## config.mk

```make
export PLATFORM = sky130hd
export DESIGN_NAME = signal_shrink
export DESIGN_NICKNAME = d
export VERILOG_FILES = /design/src/rtl/signal_pkg.sv /design/src/rtl/signal_shrink_sat_cnt.sv /design/src/rtl/signal_shrink.sv
export SDC_FILE = /design/constraint.sdc
export NUM_CORES = 1
export LEC_CHECK = 0
export CORE_UTILIZATION = 40
export DETAILED_ROUTE_END_ITERATION = 16
export PLACE_DENSITY = 0.66
export SLEW_MARGIN = 20
export SYNTH_ARGS = -nofsm -noshare
export SYNTH_HDL_FRONTEND = slang
export SYNTH_HIERARCHICAL = 1
export SYNTH_SLANG_ARGS = --single-unit
```

## constraint.sdc

```tcl
create_clock -name i_clk -period 1.52 [get_ports i_clk]
set_clock_uncertainty 0.15 [all_clocks]
set_input_delay 0.304 -clock i_clk [delete_from_list [all_inputs] [get_ports i_clk]]
set_output_delay 0.304 -clock i_clk [all_outputs]
set_load 0.005 [all_outputs]
```

## src/rtl/signal_pkg.sv

```systemverilog
// Shared types and constants for the signal_shrink window decoder.
package signal_pkg;

    typedef enum logic [1:0] {
        IDLE,
        CNT,
        WAIT_LOW
    } shrink_st_e;

    localparam int ERR_CNT_W = 8;

endpackage

```

## src/rtl/signal_shrink_sat_cnt.sv

```systemverilog
// Saturating event counter with synchronous clear; clear beats a same-cycle increment.
// Only present when SIGNAL_SHRINK_STAT_EN is defined.
`ifdef SIGNAL_SHRINK_STAT_EN
module sat_cnt #(
    parameter int W = 8
) (
    input  logic         i_clk,
    input  logic         i_rst,
    input  logic         i_clr,
    input  logic         i_inc,
    output logic [W-1:0] o_cnt
);

    logic [W-1:0] cnt_q;
    logic [W-1:0] cnt_d;

    always_comb begin
        cnt_d = cnt_q;
        if (i_clr) begin
            cnt_d = '0;
        end else if (i_inc && (cnt_q != {W{1'b1}})) begin
            cnt_d = cnt_q + W'(1);
        end
    end

    always_ff @(posedge i_clk) begin
        if (i_rst) begin
            cnt_q <= '0;
        end else begin
            cnt_q <= cnt_d;
        end
    end

    assign o_cnt = cnt_q;

endmodule
`endif

```

## src/rtl/signal_shrink.sv

```systemverilog
// Recovers a single-cycle valid pulse from a stretched valid level and qualifies the window width/data.
// Define SIGNAL_SHRINK_STAT_EN to add the saturating error counter (i_err_cnt_clr / o_err_cnt).
module signal_shrink
    import signal_pkg::*;
#(
    parameter int EXTEND_CYC_NUM = 12,
    parameter int TOL_CYC_NUM    = 1,
    parameter int END_OF_LIST    = 1
) (
    input  logic                 i_clk,
    input  logic                 i_rst,
`ifdef SIGNAL_SHRINK_STAT_EN
    input  logic                 i_err_cnt_clr,
    output logic [ERR_CNT_W-1:0] o_err_cnt,
`endif
    input  logic                 i_vld,
    input  logic                 i_vld_data,
    output logic                 o_vld,
    output logic                 o_vld_data,
    output logic                 o_err_short,
    output logic                 o_err_long,
    output logic                 o_err_data,
    output logic                 o_busy
);

    localparam int CNT_W = $clog2(EXTEND_CYC_NUM + TOL_CYC_NUM + 2);
    localparam logic [CNT_W-1:0] CNT_MAX = CNT_W'(EXTEND_CYC_NUM + TOL_CYC_NUM);
    localparam logic [CNT_W-1:0] CNT_MIN = CNT_W'(EXTEND_CYC_NUM - TOL_CYC_NUM);

    shrink_st_e       state_q, state_d;
    logic [CNT_W-1:0] cnt_q, cnt_d;
    logic             data_q, data_d;
    logic             data_err_q, data_err_d;
    logic             vld_q, vld_d;
    logic             vld_data_q, vld_data_d;
    logic             err_short_q, err_short_d;
    logic             err_long_q, err_long_d;
    logic             err_data_q, err_data_d;
    logic             busy_q;

    always_comb begin
        state_d     = state_q;
        cnt_d       = cnt_q;
        data_d      = data_q;
        data_err_d  = data_err_q;
        vld_d       = 1'b0;
        vld_data_d  = 1'b0;
        err_short_d = 1'b0;
        err_long_d  = 1'b0;
        err_data_d  = 1'b0;
        unique case (state_q)
            IDLE: begin
                if (i_vld) begin
                    cnt_d      = CNT_W'(1);
                    data_d     = i_vld_data;
                    data_err_d = 1'b0;
                    state_d    = CNT;
                end
            end
            CNT: begin
                if (i_vld) begin
                    if (i_vld_data != data_q) begin
                        data_err_d = 1'b1;
                    end
                    // Window overran the band: report once, then ignore the rest of it.
                    if (cnt_q == CNT_MAX) begin
                        err_long_d = 1'b1;
                        state_d    = WAIT_LOW;
                    end else begin
                        cnt_d = cnt_q + CNT_W'(1);
                    end
                end else begin
                    if (cnt_q < CNT_MIN) begin
                        err_short_d = 1'b1;
                    end else if (data_err_q) begin
                        err_data_d = 1'b1;
                    end else begin
                        vld_d      = 1'b1;
                        vld_data_d = data_q;
                    end
                    state_d = IDLE;
                end
            end
            WAIT_LOW: begin
                if (!i_vld) begin
                    state_d = IDLE;
                end
            end
            default: state_d = WAIT_LOW;
        endcase
    end

    // Reset parks in WAIT_LOW so a window already in flight is never decoded.
    always_ff @(posedge i_clk) begin
        if (i_rst) begin
            state_q     <= WAIT_LOW;
            cnt_q       <= '0;
            data_q      <= 1'b0;
            data_err_q  <= 1'b0;
            vld_q       <= 1'b0;
            vld_data_q  <= 1'b0;
            err_short_q <= 1'b0;
            err_long_q  <= 1'b0;
            err_data_q  <= 1'b0;
            busy_q      <= 1'b0;
        end else begin
            state_q     <= state_d;
            cnt_q       <= cnt_d;
            data_q      <= data_d;
            data_err_q  <= data_err_d;
            vld_q       <= vld_d;
            vld_data_q  <= vld_data_d;
            err_short_q <= err_short_d;
            err_long_q  <= err_long_d;
            err_data_q  <= err_data_d;
            busy_q      <= (state_d != IDLE);
        end
    end

    assign o_vld       = vld_q;
    assign o_vld_data  = vld_data_q;
    assign o_err_short = err_short_q;
    assign o_err_long  = err_long_q;
    assign o_err_data  = err_data_q;
    assign o_busy      = busy_q;

`ifdef SIGNAL_SHRINK_STAT_EN
    sat_cnt #(
        .W(ERR_CNT_W)
    ) u_err_cnt (
        .i_clk (i_clk),
        .i_rst (i_rst),
        .i_clr (i_err_cnt_clr),
        .i_inc (err_short_q | err_long_q | err_data_q),
        .o_cnt (o_err_cnt)
    );
`endif

endmodule

```

Yosys cells after proc, flatten, opt, wreduce, memory -nomap -nowiden. Index checks and enable logic that the tools add are counted.

Output and inout bits: 6. Register bits: 14. Word-level logic and storage cells: 49. Input bits: 4.

Bitwise logic cells: 2. Equal/unequal tests: 8. Reductions and logical operators: 10. Add/subtract/negate cells: 1. Magnitude comparators: 1. Mux-type cells: 17.

Operator list (number): $mux W4 (3); $mux W2 (4); $ne A2 B2 Y1 const B (4); $pmux W4 S2 (1); $reduce_and A4 Y1 (2); $mux W1 (7); $pmux W2 S3 (1); $reduce_or A3 Y1 (2); $reduce_or A5 Y1 (1); $add A4 B1 Y4 const B (1); $eq A4 B4 Y1 const B (1); $lt A4 B4 Y1 const B (1); $reduce_bool A2 Y1 (2); $reduce_or A4 Y1 (1); $eq A2 B1 Y1 const B (1); $eq A2 B2 Y1 const B (1); $logic_not A2 Y1 (1); $not A1 Y1 (2); $pmux W1 S2 (1); $reduce_and A2 Y1 (1); $ne A1 B1 Y1 (1).

Longest topological paths before layout.
Depth in word-level cells: 5. Mapped depth: 5.

Worst setup path after synthesis. No wires, ideal clock.

Path kind: register to register. Start: register cnt_q[1]. End: register cnt_q[3]. Stages on the path, launching flop included: 6. Buffers on the path: 0. Slack: -0.073 ns. Arrival time: 1.373 ns. Cells stage by stage: dfxtp_1 -> inv_1 -> ha_1 -> and4_1 -> or4_1 -> a21oi_1.

Word-level cells in the longest chain between the ends: 4. Elaborated cells on any way between the ends: 7.

RTL lines: start: declaration (line signal_shrink.sv:31) `logic [CNT_W-1:0] cnt_q, cnt_d;`; start signal: assignment (line signal_shrink.sv:108) `cnt_q <= cnt_d;`; $add A4 B1 Y4 (line signal_shrink.sv:70) `cnt_d = cnt_q + CNT_W'(1);`; $mux W4 (line signal_shrink.sv:66) `if (cnt_q == CNT_MAX) begin`; $mux W4 (line signal_shrink.sv:61) `if (i_vld) begin`; $pmux W4 S2 (line signal_shrink.sv:51) `unique case (state_q)`.

Parallel ways exist; a longest one is shown, timed or not. The select of a mux whose other input is x is not followed. A chain may end at the register's enable or synchronous reset.

Final worst setup path. Same ends and word-level chain as after synthesis.

==> results.cfg <==
[status]
status = complete, no violations

[drt]
wl_per_cell_um = 13.0
drtAntennaViolNets = 0
dr.pass1.iters = 4
wl_um = 1200
initialDrtViolationCount = 4
vias = 486
routed_via_density = 5.28
route.detailed.drc = 0

[layout]
mostFrequentLayoutCells = dfxtp_1, dlygate4sd2_1, buf_4
drive_gt1_frac = 0.325
syn_to_final_growth_pct = 39.9
design_area_um2 = 807
nets = 84
fin_cells = 92
antenna_cells = 0
final_common_cell = dfxtp_1
utilization = 0.613
fillerInstances = 121

[run]
drv_cap = 0

[clocking]
root_buffer = clkbuf_4
hold_buffers = 0
cts_inserted_buffers = 3
clockBufferDepth = 2
cts_setup_buffers = 0
cts.sinks = 14
cts_tree = yes
worstSkewPairLatency_ns = 0.28
cts.clk_slew.worst_paths_ns = 0.09
cts_htree_levels = 1

[floorplanning]
dieHeight_um = 40.0
fp-row-count = 13
core_area_mm2 = 0.00132
dieArea_mm2 = 0.00160
pin_count = 10
start_util = 0.438
die_x_um = 40.0

[critical_path]
crit_type = reg -> reg
r2r_slack_ns = 0.04
cp.arrival_ns = 1.55
path_delay_family = simple AND/OR/NAND/NOR gates
start_kind = flip-flop
path_cells = inv_2 > ha_4 > and4_4 > or4_4 > a21oi_2
cp_slowest_cell = or4_4
critPathMaxFanout = 4
end_kind = flip-flop
max_stage_delay_ns = 0.42
worstPathRequired_ns = 1.60
crit_buf_inv = 1

[timing]
tightest_slew_ns = 0.342
maxSlewHeadroom = 0.771
period_share = 0.971
postLayoutSetupSlackWorst_ns = 0.0447
hold_viol = 0
slew_viol_final = 0
whs_ns = 0.234
fmax_mhz = 678
rsz0062_at_grt = false
setup_viol_count_final = 0
layout_min_cycle_time_ns = 1.48
setup_tns_ns = 0

[synthesis]
syn_inst = 58
syn_area_per_cell_um2 = 9.94
post_synth_instance_area_um2 = 577
ys_seq_area_frac = 0.486
synth_nets = 64
synth_top_cell_by_area = dfxtp_1
synth.distinct_cells = 28
yosys_warnings = 6
synth_top_area_share = 0.486
synth_seq_cells = 14
synth.area.top_cells = dfxtp_1, a21oi_1, ha_1

[pwr]
p_sw_frac = 0.230
p_switching_mw = 0.165
power_mw = 0.719
p_leak_nw = 0.332
power.density_mw_per_mm2 = 891
p_int_mw = 0.554
power_frac_seq = 0.534
peakVddDrop_mv = 0.418
clockPowerShare = 0.385
combPwrFrac = 0.082

[min_path]
min_path_type = in -> reg

[placement]
dp_slack_ns = -0.341
numPortBuffers = 9
place.gp.congestion = 0.724
placed_cells = 88
post_dp_cell_area_um2 = 731
place_hpwl_um = 784

[global_routing]
grt_pass1_vias = 406
antenna_found_initial = 0
overflow = 0
grt_pass1_wl_um = 1650
track_usage = 0.163
grt_max_degree = 10
==> Yosys cell counts <==
cell type  instances
dfxtp_1           14
inv_1              3
nand3_1            2
and3_1             1
nor3_2             1
ha_1               2
buf_6              1
xnor2_1            1
o21ai_0            2
o31ai_1            2
nand2_1            1
or4_1              1
nor3_1             2
mux2i_1            1
nor2b_1            1
nand2b_2           1
or3b_1             1
and3b_1            1
and2_1             1
a21oi_1            5
or4b_4             1
nand3b_1           2
nor4b_1            1
and4_1             1
or3_1              3
nand2b_1           1
nor2_1             2
o21ai_1            3
==> sequential cells by signal, indices dropped and copies added (netlist names) <==
signal	cells
data_err_q	1
data_q	1
o_vld_data	1
state_q	2
o_err_data	1
o_err_long	1
cnt_q	4
o_err_short	1
o_vld	1
o_busy	1
==> worst register-to-register path: stages, from the launching register on <==
cell and delay, ns:
dfxtp_2 0.35, inv_2 0.04, ha_4 0.15, and4_4 0.19
or4_4 0.42, a21oi_2 0.12
==> power by group through the flow <==
stage                     clock network (mW)  registers (mW)  logic [mW]
after detailed placement                   0           0.391      0.0565
after floorplan                            0           0.391      0.0280
after CTS                              0.275           0.382      0.0550
final                                  0.276           0.384      0.0587
after global routing                   0.295           0.385      0.0642
after global placement                     0           0.390      0.0561
==> routing by layer <==
layer,GRT usage,part of all wire
met4,0.103,0
met2,0.266,0.50
met3,0.0500,0.036
met1,0.183,0.46
met5,0,0
==> cells by family after synthesis <==
| kind of cell | share of synthesized area |
|---|---|
| muxes | 0.0174 |
| DFF | 0.486 |
| xor gates and xnor gates | 0.0152 |
| and+or+nand+nor | 0.286 |
| buffers and inverters | 0.0390 |
| adders and majority gates | 0.0434 |
| AOI/OAI and AO/OA | 0.113 |
==> final timing paths <==
check / to / from / cells after the start
max: cnt_q[3] / cnt_q[1] / 5
max reg2reg: cnt_q[3] / cnt_q[1] / 5
min reg2reg: o_vld / data_err_q / 1
min: o_vld / i_rst / 3
==> repair_timing <==
item | in CTS | in global routing
resized for setup | 8 | 11
cloned | 0 | 0
endpoints found under the setup margin | 8 | 3
pin swaps | 3 | 4
hold endpoints to repair | 0 | 0
==> cell type report <==
cell class	count	area, µm²	area share
Inverter	3	11.3	0.0140
Sequential cell	14	283	0.350
Tap cell	15	18.8	0.0233
Clock buffer	4	36.3	0.0450
Timing Repair Buffer	16	136	0.169
Multi-Input combinational cell	40	322	0.398
No activity file was read; power rests on OpenSTA's default activity.
